## config.mk

```make
export PLATFORM = sky130hd
export DESIGN_NAME = bf_bus_controller_flat
export DESIGN_NICKNAME = d
export VERILOG_FILES = /design/src/rtl/bf_bus_pkg.sv /design/src/rtl/bf_bus_controller_if.sv /design/src/rtl/bf_rr_arbiter.sv /design/src/rtl/bf_bus_controller.sv /design/src/flat_wrapper.sv
export SDC_FILE = /design/constraint.sdc
export NUM_CORES = 1
export LEC_CHECK = 0
export CAP_MARGIN = 20
export CORE_MARGIN = 5
export CORE_UTILIZATION = 35
export CTS_BUF_LIST = sky130_fd_sc_hd__clkbuf_4
export DETAILED_ROUTE_END_ITERATION = 10
export GPL_TIMING_DRIVEN = 0
export MAX_ROUTING_LAYER = met4
export SETUP_SLACK_MARGIN = 0.02
export SLEW_MARGIN = 30
export SYNTH_ARGS = -nofsm -noshare
export SYNTH_HDL_FRONTEND = slang
export SYNTH_SLANG_ARGS = --single-unit
export TNS_END_PERCENT = 1
```

## constraint.sdc

```tcl
create_clock -name clk -period 2.09 [get_ports clk]
set_input_delay 0.209 -clock clk [delete_from_list [all_inputs] [get_ports clk]]
set_output_delay 0.209 -clock clk [all_outputs]
set_load 0.1 [all_outputs]
```

## src/rtl/bf_bus_pkg.sv

```systemverilog
// Shared types and constants for the BrainFuzz ROM/RAM bus controller.
package bf_bus_pkg;

  localparam int ADDR_W_DEF = 4;
  localparam int DATA_W_DEF = 8;
  localparam int CNT_W      = 4;

  typedef enum logic [2:0] {IDLE, TURN, SETUP, ACCESS, HOLD} state_t;
  typedef enum logic {FETCH = 1'b0, DATA = 1'b1} port_t;

  // Wait counter load value; the strobe stays low for w cycles.
  function automatic logic [CNT_W-1:0] wait_load(input int w);
    return CNT_W'(w - 1);
  endfunction

endpackage

```

## src/rtl/bf_bus_controller_if.sv

```systemverilog
// Request/ack ports of the core plus the shared ROM/RAM bus pins.
interface bf_bus_controller_if #(
  parameter int ADDR_W = bf_bus_pkg::ADDR_W_DEF,
  parameter int DATA_W = bf_bus_pkg::DATA_W_DEF
) ();
  logic              if_req;
  logic [ADDR_W-1:0] if_addr;
  logic              if_ack;
  logic [DATA_W-1:0] if_rdata;
  logic              dm_req;
  logic              dm_we;
  logic [ADDR_W-1:0] dm_addr;
  logic [DATA_W-1:0] dm_wdata;
  logic              dm_ack;
  logic [DATA_W-1:0] dm_rdata;
  logic [ADDR_W-1:0] bus_addr;
  logic [DATA_W-1:0] bus_din;
  logic [DATA_W-1:0] bus_dout;
  logic              bus_doe;
  logic              rom_ceb;
  logic              ram_ceb;
  logic              ram_web;
  logic              ram_oeb;

  modport slave (
    input  if_req, if_addr, dm_req, dm_we, dm_addr, dm_wdata, bus_din,
    output if_ack, if_rdata, dm_ack, dm_rdata, bus_addr, bus_dout, bus_doe,
           rom_ceb, ram_ceb, ram_web, ram_oeb
  );

  modport master (
    output if_req, if_addr, dm_req, dm_we, dm_addr, dm_wdata, bus_din,
    input  if_ack, if_rdata, dm_ack, dm_rdata, bus_addr, bus_dout, bus_doe,
           rom_ceb, ram_ceb, ram_web, ram_oeb
  );
endinterface

```

## src/rtl/bf_rr_arbiter.sv

```systemverilog
// Two-way round-robin grant between the fetch and data ports.
module bf_rr_arbiter
  import bf_bus_pkg::*;
(
  input  logic  clk,
  input  logic  rstb,
  input  logic  req_fetch,
  input  logic  req_data,
  input  logic  take,
  output logic  gnt_vld,
  output port_t gnt_port
);
  port_t rr_last;

  always_comb begin
    gnt_vld  = req_fetch | req_data;
    gnt_port = FETCH;
    if (req_fetch && req_data) gnt_port = (rr_last == FETCH) ? DATA : FETCH;
    else if (req_data)         gnt_port = DATA;
  end

  // Reset to FETCH so the data port wins the first tie.
  always_ff @(posedge clk or negedge rstb) begin
    if (!rstb)                rr_last <= FETCH;
    else if (take && gnt_vld) rr_last <= gnt_port;
  end
endmodule

```

## src/rtl/bf_bus_controller.sv

```systemverilog
// Shared ROM/RAM bus sequencer: arbitration, CE/OE/WE phasing, read capture.
// Optional BUS_TURNAROUND_EN inserts a TURN cycle before a write that follows a read.
module bf_bus_controller
  import bf_bus_pkg::*;
#(
  parameter int ADDR_W      = ADDR_W_DEF,
  parameter int DATA_W      = DATA_W_DEF,
  parameter int WAIT_CYCLES = 1
) (
  input logic                clk,
  input logic                rstb,
  bf_bus_controller_if.slave bif
);
  state_t            state;
  port_t             port_q, gnt_port, n_port;
  logic              we_q, n_we, gnt_vld, need_turn, go_setup;
  logic [ADDR_W-1:0] addr_q, n_addr;
  logic [DATA_W-1:0] wdata_q, n_wdata;
  logic [CNT_W-1:0]  cnt;
`ifdef BUS_TURNAROUND_EN
  logic              last_rd;
`endif

  bf_rr_arbiter u_arb (
    .clk      (clk),
    .rstb     (rstb),
    .req_fetch(bif.if_req),
    .req_data (bif.dm_req),
    .take     (state == IDLE),
    .gnt_vld  (gnt_vld),
    .gnt_port (gnt_port)
  );

  // Access parameters come straight from the winner in IDLE, from the latches after TURN.
  always_comb begin
    n_port  = port_q;
    n_we    = we_q;
    n_addr  = addr_q;
    n_wdata = wdata_q;
    if (state == IDLE) begin
      n_port  = gnt_port;
      n_we    = (gnt_port == DATA) && bif.dm_we;
      n_addr  = (gnt_port == DATA) ? bif.dm_addr : bif.if_addr;
      n_wdata = bif.dm_wdata;
    end
  end

`ifdef BUS_TURNAROUND_EN
  assign need_turn = n_we && last_rd;
`else
  assign need_turn = 1'b0;
`endif
  assign go_setup = (state == IDLE && gnt_vld && !need_turn) || (state == TURN);

  always_ff @(posedge clk or negedge rstb) begin
    if (!rstb) begin
      state        <= IDLE;
      port_q       <= FETCH;
      we_q         <= 1'b0;
      addr_q       <= '0;
      wdata_q      <= '0;
      cnt          <= '0;
      bif.rom_ceb  <= 1'b1;
      bif.ram_ceb  <= 1'b1;
      bif.ram_web  <= 1'b1;
      bif.ram_oeb  <= 1'b1;
      bif.bus_doe  <= 1'b0;
      bif.bus_addr <= '0;
      bif.bus_dout <= '0;
      bif.if_ack   <= 1'b0;
      bif.dm_ack   <= 1'b0;
      bif.if_rdata <= '0;
      bif.dm_rdata <= '0;
`ifdef BUS_TURNAROUND_EN
      last_rd      <= 1'b0;
`endif
    end else begin
      bif.if_ack <= 1'b0;
      bif.dm_ack <= 1'b0;

      if (go_setup) begin
        bif.bus_addr <= n_addr;
        bif.rom_ceb  <= (n_port != FETCH);
        bif.ram_ceb  <= (n_port != DATA);
        bif.bus_doe  <= n_we;
        if (n_we) bif.bus_dout <= n_wdata;
      end

      case (state)
        IDLE: if (gnt_vld) begin
          port_q  <= n_port;
          we_q    <= n_we;
          addr_q  <= n_addr;
          wdata_q <= n_wdata;
          state   <= need_turn ? TURN : SETUP;
        end
`ifdef BUS_TURNAROUND_EN
        TURN: state <= SETUP;
`endif
        SETUP: begin
          state <= ACCESS;
          cnt   <= wait_load(WAIT_CYCLES);
          if (we_q)                 bif.ram_web <= 1'b0;
          else if (port_q == DATA)  bif.ram_oeb <= 1'b0;
        end
        ACCESS: begin
          if (cnt == '0) begin
            state       <= HOLD;
            bif.ram_web <= 1'b1;
            bif.ram_oeb <= 1'b1;
            bif.if_ack  <= (port_q == FETCH);
            bif.dm_ack  <= (port_q == DATA);
            if (!we_q) begin
              if (port_q == FETCH) bif.if_rdata <= bif.bus_din;
              else                 bif.dm_rdata <= bif.bus_din;
            end
`ifdef BUS_TURNAROUND_EN
            last_rd <= !we_q;
`endif
          end else begin
            cnt <= cnt - 1'b1;
          end
        end
        HOLD: begin
          state       <= IDLE;
          bif.rom_ceb <= 1'b1;
          bif.ram_ceb <= 1'b1;
          bif.bus_doe <= 1'b0;
        end
        default: state <= IDLE;
      endcase
    end
  end
endmodule

```

## src/flat_wrapper.sv

```systemverilog
// flat-port wrapper written by rule: the top's interface ports become plain ports
module bf_bus_controller_flat import bf_bus_pkg::*;
#(
  parameter int ADDR_W      = ADDR_W_DEF,
  parameter int DATA_W      = DATA_W_DEF,
  parameter int WAIT_CYCLES = 1
)
  (clk, rstb, bif_if_req, bif_if_addr, bif_dm_req, bif_dm_we, bif_dm_addr, bif_dm_wdata, bif_bus_din, bif_if_ack, bif_if_rdata, bif_dm_ack, bif_dm_rdata, bif_bus_addr, bif_bus_dout, bif_bus_doe, bif_rom_ceb, bif_ram_ceb, bif_ram_web, bif_ram_oeb);
  bf_bus_controller_if #(.ADDR_W(ADDR_W), .DATA_W(DATA_W)) bif_i ();
  input logic clk;
  input logic rstb;
  input wire logic [$bits(bif_i.if_req)-1:0] bif_if_req;
  input wire logic [$bits(bif_i.if_addr)-1:0] bif_if_addr;
  input wire logic [$bits(bif_i.dm_req)-1:0] bif_dm_req;
  input wire logic [$bits(bif_i.dm_we)-1:0] bif_dm_we;
  input wire logic [$bits(bif_i.dm_addr)-1:0] bif_dm_addr;
  input wire logic [$bits(bif_i.dm_wdata)-1:0] bif_dm_wdata;
  input wire logic [$bits(bif_i.bus_din)-1:0] bif_bus_din;
  output wire logic [$bits(bif_i.if_ack)-1:0] bif_if_ack;
  output wire logic [$bits(bif_i.if_rdata)-1:0] bif_if_rdata;
  output wire logic [$bits(bif_i.dm_ack)-1:0] bif_dm_ack;
  output wire logic [$bits(bif_i.dm_rdata)-1:0] bif_dm_rdata;
  output wire logic [$bits(bif_i.bus_addr)-1:0] bif_bus_addr;
  output wire logic [$bits(bif_i.bus_dout)-1:0] bif_bus_dout;
  output wire logic [$bits(bif_i.bus_doe)-1:0] bif_bus_doe;
  output wire logic [$bits(bif_i.rom_ceb)-1:0] bif_rom_ceb;
  output wire logic [$bits(bif_i.ram_ceb)-1:0] bif_ram_ceb;
  output wire logic [$bits(bif_i.ram_web)-1:0] bif_ram_web;
  output wire logic [$bits(bif_i.ram_oeb)-1:0] bif_ram_oeb;
  assign bif_i.if_req = bif_if_req;
  assign bif_i.if_addr = bif_if_addr;
  assign bif_i.dm_req = bif_dm_req;
  assign bif_i.dm_we = bif_dm_we;
  assign bif_i.dm_addr = bif_dm_addr;
  assign bif_i.dm_wdata = bif_dm_wdata;
  assign bif_i.bus_din = bif_bus_din;
  assign bif_if_ack = bif_i.if_ack;
  assign bif_if_rdata = bif_i.if_rdata;
  assign bif_dm_ack = bif_i.dm_ack;
  assign bif_dm_rdata = bif_i.dm_rdata;
  assign bif_bus_addr = bif_i.bus_addr;
  assign bif_bus_dout = bif_i.bus_dout;
  assign bif_bus_doe = bif_i.bus_doe;
  assign bif_rom_ceb = bif_i.rom_ceb;
  assign bif_ram_ceb = bif_i.ram_ceb;
  assign bif_ram_web = bif_i.ram_web;
  assign bif_ram_oeb = bif_i.ram_oeb;
  bf_bus_controller #(.ADDR_W(ADDR_W), .DATA_W(DATA_W), .WAIT_CYCLES(WAIT_CYCLES)) u_core (.clk(clk), .rstb(rstb), .bif(bif_i));
endmodule
```

==> results of run 1 <==
## Yosys cell counts, drive strengths merged
cell type and number:
nand2b 2, nor4 1, nor3b 1, buf 2, and3 1, nor2 8
inv 5, a21oi 2, nor2b 1, nand3 5, o211ai 1, and2b 1
o22a 16, clkbuf 3, nand2 28, mux2i 2, dfrtp 53, o31ai 1
o21ai 10, or3 2, and2 2, a31oi 4, nand4 1, or3b 1
o31a 1, a21boi 1, nor3 3, mux2 28, ha 1, dfstp 4
o21ba 1
## through the flow
step           worst slack, ps  std cells
2_1_floorplan              399        192
3_3_place_gp             -1040        335
3_5_place_dp             -3.88        336
4_1_cts                   64.9        352
5_1_grt                   34.2        352
6_report                   104        352
## flip-flops by register name, summed over array words and instances (netlist names), 3 cells and up, named ones only
register	count
u_core.wdata_q	8
u_core.cnt	4
u_core.bif.if_rdata	8
u_core.addr_q	4
u_core.state	3
u_core.bif.bus_dout	8
u_core.bif.dm_rdata	8
u_core.bif.bus_addr	4
## final cells by class
| class | instances | area, um2 | share of cell area (%) |
|---|---|---|---|
| buffer | 5 | 27.5 | 0.840 |
| clock buffer | 10 | 75.1 | 2.29 |
| clock inverter | 5 | 47.5 | 1.45 |
| inverter | 5 | 18.8 | 0.573 |
| multi-input combinational | 125 | 961 | 29.3 |
| sequential | 57 | 1430 | 43.7 |
| tap | 80 | 100 | 3.06 |
| timing repair buffer | 65 | 614 | 18.8 |
## worst max path at each step
stage | startpoint | end | slack (ps)
after floorplan | u_core.state[2]$_DFFE_PN0P_ | u_core.bif.if_rdata[0]$_DFFE_PN0P_ | 400
after global placement | rstb | u_core.bif.bus_dout[7]$_DFFE_PN0P_ | -1040
after detailed placement | bif_if_req | u_core.bif.bus_doe$_DFFE_PN0P_ | -4
after CTS | u_core.bif.rom_ceb$_DFFE_PN1P_ | bif_rom_ceb | 60
after global routing | u_core.bif.ram_oeb$_DFFE_PN1P_ | bif_ram_oeb | 30
final | u_core.bif.rom_ceb$_DFFE_PN1P_ | bif_rom_ceb | 100
## logic make-up (layout without fill, tap and decap cells)
group,Yosys count,count (layout)
AND/OR/NAND/NOR,57,57
AO/OA/AOI/OAI,37,37
buffers and inverters,10,90
flip-flops,57,57
adder cells (fa/ha/maj),1,1
multiplexers,30,30
## layer usage
metal | track usage, % | share of wire, %
met1 | 18.5 | 49
met2 | 18.9 | 44
met3 | 3.86 | 5.7
met4 | 6.23 | 0.72
met5 | - | 0
## timing repair
action,CTS,global route
resized for setup,35,2
endpoints found under the hold margin,20,0
hold buffers,1,0
endpoints found under the setup margin,35,13
==> flow_summary.json, run 1 <==
{
  "post_drt_wl_per_cell_um": 15.5,
  "synth_fa_ha_area_share_pct": 0.516,
  "syn_avg_cell_area_um2": 12.6,
  "synth_top_family_by_area": "multiplexers",
  "cp-start-kind": "flop",
  "yosysTopAreaCellShare_pct": 54.7,
  "synth_xor_area_share_pct": 0,
  "grt_pass1_vias": 1792,
  "synth_compound_area_share_pct": 11.4,
  "synth-seq-cells": 57,
  "yosys_warnings": 0,
  "clkTransAtPathRegs_ps": 100,
  "grt_pass1_wl_mm": 9.05,
  "cpPeakStageDelay_ps": 850,
  "initial_utilization_pct": 35.9,
  "reg2regPathDepth": 5,
  "r2r-start": "u_core.state[2]$_DFFE_PN0P_",
  "via_per_inst": 4.95,
  "yosys.area.top_type": "dfrtp_1",
  "yosysSeqAreaShare_pct": 59.0,
  "final_common_cell": "dfrtp_1",
  "finalCritPeriodShare_pct": 95.0,
  "crit_cells": 1,
  "totalWireLength_mm": 5.45,
  "rsz0062_at_grt": "false",
  "drtIter0Drc": 40,
  "netlist_area_mm2": 0.00243,
  "cts_setup_buffers": 0,
  "grt_usage_pct": 13.7,
  "max_slew_margin_pct": 33.8,
  "synthToLayoutAreaGrowth_pct": 35.0,
  "cts_buffers": 9,
  "setup-tns-final_ps": 0,
  "worstSetupPathType": "reg -> out",
  "r2r_slack_ps": 230,
  "finalHoldViolations": 0,
  "path_max_fanout": 2,
  "tightest_slew_ps": 998,
  "synth-simple-area-share_pct": 12.1,
  "antenna_found_initial": 0,
  "drive_above_1_share_pct": 21.7,
  "drv_slew": 0,
  "path_cells": "dlygate4sd2_1",
  "htree_num_levels": 3,
  "most-common-layout-cells": "dfrtp_1, dlygate4sd2_1, nand2_1",
  "synth_cell_types": 37,
  "rr_endpoint": "u_core.bif.if_rdata[2]$_DFFE_PN0P_",
  "ant_nets": 0,
  "final_nets": 298,
  "drv_cap": 0,
  "worstPathRequired_ps": 1880,
  "cts_tree": "done",
  "arrival_ps": 1780,
  "gr-total-overflow": 0,
  "clock-sinks": 57,
  "setup-violations-final": 0,
  "filler_cell_count": 667,
  "firstDrtPassIters": 4,
  "synthCells": 192,
  "antenna_cells": 0,
  "fmax_ghz": 0.504,
  "dp_hpwl_mm": 3.81,
  "die-area_mm2": 0.00870,
  "io_pins": 64,
  "muxShareOfSynthArea_pct": 15.1,
  "clkLatencyLatePin_ps": 380,
  "die_h_um": 93.3,
  "holdCritPathClass": "in -> async",
  "clockBufferDepth": 2,
  "worst-path-buf-inv": 1,
  "crit_family": "buffers and inverters",
  "cts_root_buffer": "clkbuf_4",
  "rows": 30,
  "final_area_mm2": 0.00328,
  "dieWidth_um": 93.3,
  "holdWs_ps": 249,
  "place_area_mm2": 0.00317,
  "drcViolationCount": 0,
  "port_buffers": 63,
  "critPathCaptureType": "output port",
  "status": "finished clean",
  "core_mm2": 0.00676,
  "skew_ps": 11.7,
  "slowest_stage": "dlygate4sd2_1",
  "final_util_pct": 48.5,
  "place.gp.congestion": 0.702,
  "num_vias": 1741,
  "synth.area.top_cells": "dfrtp_1, mux2_2, o22a_1, mux2_4, dfstp_2",
  "syn_nets": 222,
  "period_minus_slack_ps": 1990,
  "grt_start_max_net_pins": 38
}
Power of run 1 is not shown: default switching activity piles up to over one toggle a cycle in this logic, so the estimate is an artifact.
==> run 2: changes to the inputs <==
Settings changed: CELL_PAD_IN_SITES_DETAIL_PLACEMENT set to 1, CELL_PAD_IN_SITES_GLOBAL_PLACEMENT set to 1, PLACE_DENSITY_LB_ADDON set to 0.1.
==> run 2 against run 1 <==
Die area is the same. First-iteration DRC count grew 30%. Global-route usage grew 1.3 points. Utilization grew 0.22 points. Non-clock buffer count is the same. Final cell count grew 0.28%. Critical path depth is the same. Worst setup slack lost 10 ps. Clock skew grew 2.9 ps. Flip-flop and latch count is the same. Final area grew 0.46%. Critical endpoint is now bif_ram_ceb. Highest routed layer unchanged.
==> flow_summary.json, run 2 (synthesis results as in run 1) <==
{
  "status": "finished clean",
  "clockBufferDepth": 2,
  "skew_ps": 14.5,
  "period_minus_slack_ps": 2000,
  "antenna_found_initial": 0,
  "rows": 30,
  "final_area_mm2": 0.00329,
  "final_common_cell": "dfrtp_1",
  "final_util_pct": 48.7,
  "place.gp.congestion": 0.692,
  "slowest_stage": "dlygate4sd2_1",
  "firstDrtPassIters": 3,
  "path_max_fanout": 2,
  "fmax_ghz": 0.501,
  "ant_nets": 0,
  "die_h_um": 93.3,
  "max_slew_margin_pct": 34.8,
  "dp.cells": 336,
  "rsz0062_at_grt": "false",
  "die-area_mm2": 0.00870,
  "cts_setup_buffers": 0,
  "io_pins": 64,
  "finalCritPeriodShare_pct": 95.5,
  "crit_family": "buffers and inverters",
  "path_cells": "dlygate4sd2_1",
  "cpPeakStageDelay_ps": 860,
  "seqCellArea_mm2": 0.00143,
  "grt_pass1_wl_mm": 9.67,
  "setup-violations-final": 0,
  "via_per_inst": 4.99,
  "arrival_ps": 1790,
  "totalWireLength_mm": 5.75,
  "htree_num_levels": 3,
  "core_mm2": 0.00676,
  "cts_tree": "done",
  "antenna_cells": 0,
  "pre_cts_slack_ps": 5.60,
  "drv_cap": 0,
  "port_buffers": 63,
  "synthToLayoutAreaGrowth_pct": 35.6,
  "grt_usage_pct": 15.0,
  "holdCritPathClass": "in -> async",
  "clkTransAtPathRegs_ps": 100,
  "tightest_slew_ps": 982,
  "grt_pass1_vias": 1883,
  "drv_slew": 0,
  "drtIter0Drc": 52,
  "multi_input_area_um2": 961,
  "dp_hpwl_mm": 4.11,
  "worst-path-buf-inv": 1,
  "dieWidth_um": 93.3,
  "grt_start_max_net_pins": 49,
  "setup_slack_ps": 94.0,
  "num_vias": 1763,
  "cts_buffers": 9,
  "initial_utilization_pct": 35.9,
  "clock-sinks": 57,
  "clkLatencyLatePin_ps": 380,
  "drcViolationCount": 0,
  "finalHoldViolations": 0,
  "post_drt_wl_per_cell_um": 16.3,
  "worstSetupPathType": "reg -> out",
  "filler_cell_count": 741,
  "final_nets": 298,
  "worstPathRequired_ps": 1880,
  "cp-start-kind": "flop",
  "gr-total-overflow": 0,
  "most-common-layout-cells": "dfrtp_1, dlygate4sd2_1, nand2_1",
  "critPathCaptureType": "output port",
  "layout.cells.non_filler": 353,
  "drive_above_1_share_pct": 22.0,
  "cts_root_buffer": "clkbuf_4",
  "place_area_mm2": 0.00318
}
==> run 2: cell types whose count changed in the layout (fill, tap and decap cells not counted), sizes merged <==
cell    delta
clkbuf     +1
==> run 2: repair_timing <==
action / in CTS / in global routing
pin swaps: 0 / 0
gates resized for setup: 36 / 1
endpoints found under the hold margin: 55 / 0
gates cloned: 0 / 0
hold buffers: 1 / 0
endpoints found under the setup margin: 38 / 8
==> run 2: layout make-up <==
class / count / share of cell area [%]
inverter: 5 / 0.570
tap: 80 / 3.04
clock inverter: 5 / 1.44
buffer: 5 / 0.837
multi-input combinational: 125 / 29.2
clock buffer: 11 / 2.51
timing repair buffer: 65 / 18.9
sequential: 57 / 43.5
==> run 2: layer usage <==
layer / vias to the layer above / wire length (um) / GRT usage [%]
met4: 0 / 60 / 6.23
met2: 53 / 2620 / 22.2
met5: - / 0 / -
met3: 6 / 344 / 4.42
met1: 869 / 2730 / 19.2
li1: 835 / - / -
==> run 2: stage by stage <==
stage	TNS, ps	hold WS (ps)
floorplan	0	-86.6
global placement	-58600	464
detailed placement	0	61.6
CTS	0	172
global route	0	169
finish	0	204
==> run 2: final timing paths <==
check	start	depth (start not counted)	to	slack (ps)
worst min register to register	u_core.addr_q[0]$_DFFE_PN0P_	2	u_core.addr_q[0]$_DFFE_PN0P_	490
min in group clk	bif_dm_wdata[5]	2	u_core.wdata_q[5]$_DFFE_PN0P_	460
worst max-delay path	u_core.bif.ram_ceb$_DFFE_PN1P_	1	bif_ram_ceb	90
worst max register to register	u_core.state[0]$_DFFE_PN0P_	5	u_core.addr_q[2]$_DFFE_PN0P_	230
worst min-delay path	rstb	2	u_core.bif.if_rdata[4]$_DFFE_PN0P_	200
max in group asynchronous	rstb	3	u_core.bif.rom_ceb$_DFFE_PN1P_	1350
Power of run 2 is left out for the same reason.
==> run 3: changes to the inputs <==
Settings changed: SKIP_CTS_REPAIR_TIMING set to 1.
==> run 3 against run 2 <==
Final cell count unchanged. First-iteration DRC count down 7.7%. Wire length up 0.82%. Die area unchanged. Sequential share of layout area down 1.7 points. Critical path depth unchanged. Clock skew down 1.2 ps. Flip-flop and latch count unchanged. Critical path type unchanged.
==> flow_summary.json, run 3 (synthesis results as in run 1) <==
{
  "status": "finished clean",
  "drcViolationCount": 0,
  "antenna_cells": 0,
  "rows": 30,
  "num_vias": 1771,
  "cts_root_buffer": "clkbuf_4",
  "cpPeakStageDelay_ps": 750,
  "clock-sinks": 57,
  "ant_nets": 0,
  "max_slew_margin_pct": 33.3,
  "dieWidth_um": 93.3,
  "slowest_stage": "dlymetal6s2s_1",
  "worstPathRequired_ps": 1880,
  "worstSetupPathType": "reg -> out",
  "synthToLayoutAreaGrowth_pct": 41.1,
  "cts_buffers": 9,
  "port_buffers": 63,
  "firstDrtPassIters": 3,
  "grt_usage_pct": 14.9,
  "place.gp.congestion": 0.692,
  "rsz0062_at_grt": "false",
  "via_per_inst": 5.02,
  "most-common-layout-cells": "dfrtp_1, dlymetal6s2s_1, nand2_1",
  "final_nets": 298,
  "totalWireLength_mm": 5.80,
  "drtIter0Drc": 48,
  "fmax_ghz": 0.530,
  "tightest_slew_ps": 998,
  "antenna_found_initial": 0,
  "finalCritPeriodShare_pct": 90.3,
  "gr-total-overflow": 0,
  "io_pins": 64,
  "worst-path-buf-inv": 1,
  "clockBufferDepth": 2,
  "holdWs_ps": 212,
  "htree_num_levels": 3,
  "dp_hpwl_mm": 4.11,
  "path_cells": "dlymetal6s2s_1",
  "drv_slew": 0,
  "initial_utilization_pct": 35.9,
  "final_common_cell": "dfrtp_1",
  "grt_start_max_net_pins": 49,
  "post_drt_wl_per_cell_um": 16.4,
  "path_max_fanout": 2,
  "grt_pass1_vias": 1877,
  "die-area_mm2": 0.00870,
  "grt_pass1_wl_mm": 9.63,
  "holdCritPathClass": "in -> async",
  "drive_above_1_share_pct": 22.0,
  "final_util_pct": 50.6,
  "clkLatencyLatePin_ps": 390,
  "crit_family": "buffers and inverters",
  "clkTransAtPathRegs_ps": 100,
  "period_minus_slack_ps": 1890,
  "critPathCaptureType": "output port",
  "cp-start-kind": "flop",
  "die_h_um": 93.3,
  "arrival_ps": 1680,
  "setup-violations-final": 0,
  "skew_ps": 13.3,
  "drv_cap": 0,
  "finalHoldViolations": 0,
  "core_mm2": 0.00676,
  "cts_tree": "done"
}
run 3: changes by cell type in the layout (fill, tap and decap cells not counted):
| cell | delta |
|---|---|
| dlymetal6s2s_1 | +35 |
| dlygate4sd2_1 | -35 |
run 3: per-stage QoR:
step	cell area [um2]	cells	setup TNS (ps)	setup WS (ps)
5_1_grt	3420	353	0	68.7
4_1_cts	3310	352	-1880	-219
3_5_place_dp	3180	336	0	5.60
2_1_floorplan	2430	192	0	399
6_report	3420	353	0	202
3_3_place_gp	3160	335	-58600	-1080
run 3: area by class of cell:
class                      count  area (um2)
buffer                         5        27.5
clock buffer                  11        82.6
clock inverter                 5        47.5
fill                         718        3330
inverter                       5        18.8
multi-input combinational    125         961
sequential                    57        1430
tap                           80         100
timing repair buffer          65         753
run 3: worst paths after layout:
kind | startpoint | to | slack [ps] | depth (start not counted)
setup / recovery | u_core.bif.ram_ceb$_DFFE_PN1P_ | bif_ram_ceb | 200 | 1
hold / removal | rstb | u_core.bif.if_rdata[4]$_DFFE_PN0P_ | 210 | 2
setup reg to reg | u_core.state[2]$_DFFE_PN0P_ | u_core.bif.if_rdata[0]$_DFFE_PN0P_ | 230 | 5
hold reg to reg | u_core.addr_q[1]$_DFFE_PN0P_ | u_core.addr_q[1]$_DFFE_PN0P_ | 490 | 2
max in group asynchronous | rstb | u_core.bif.rom_ceb$_DFFE_PN1P_ | 1340 | 3
min in group clk | bif_dm_wdata[5] | u_core.wdata_q[5]$_DFFE_PN0P_ | 460 | 2
run 3: per-layer routing:
layer | track usage, % | up-vias | share of wire (%)
met5 | - | - | 0
met4 | 6.23 | 0 | 1.1
met3 | 4.51 | 8 | 6.6
met2 | 22.0 | 53 | 45
met1 | 19.1 | 874 | 47
li1 | - | 836 | -
Power of run 3 is left out for the same reason.
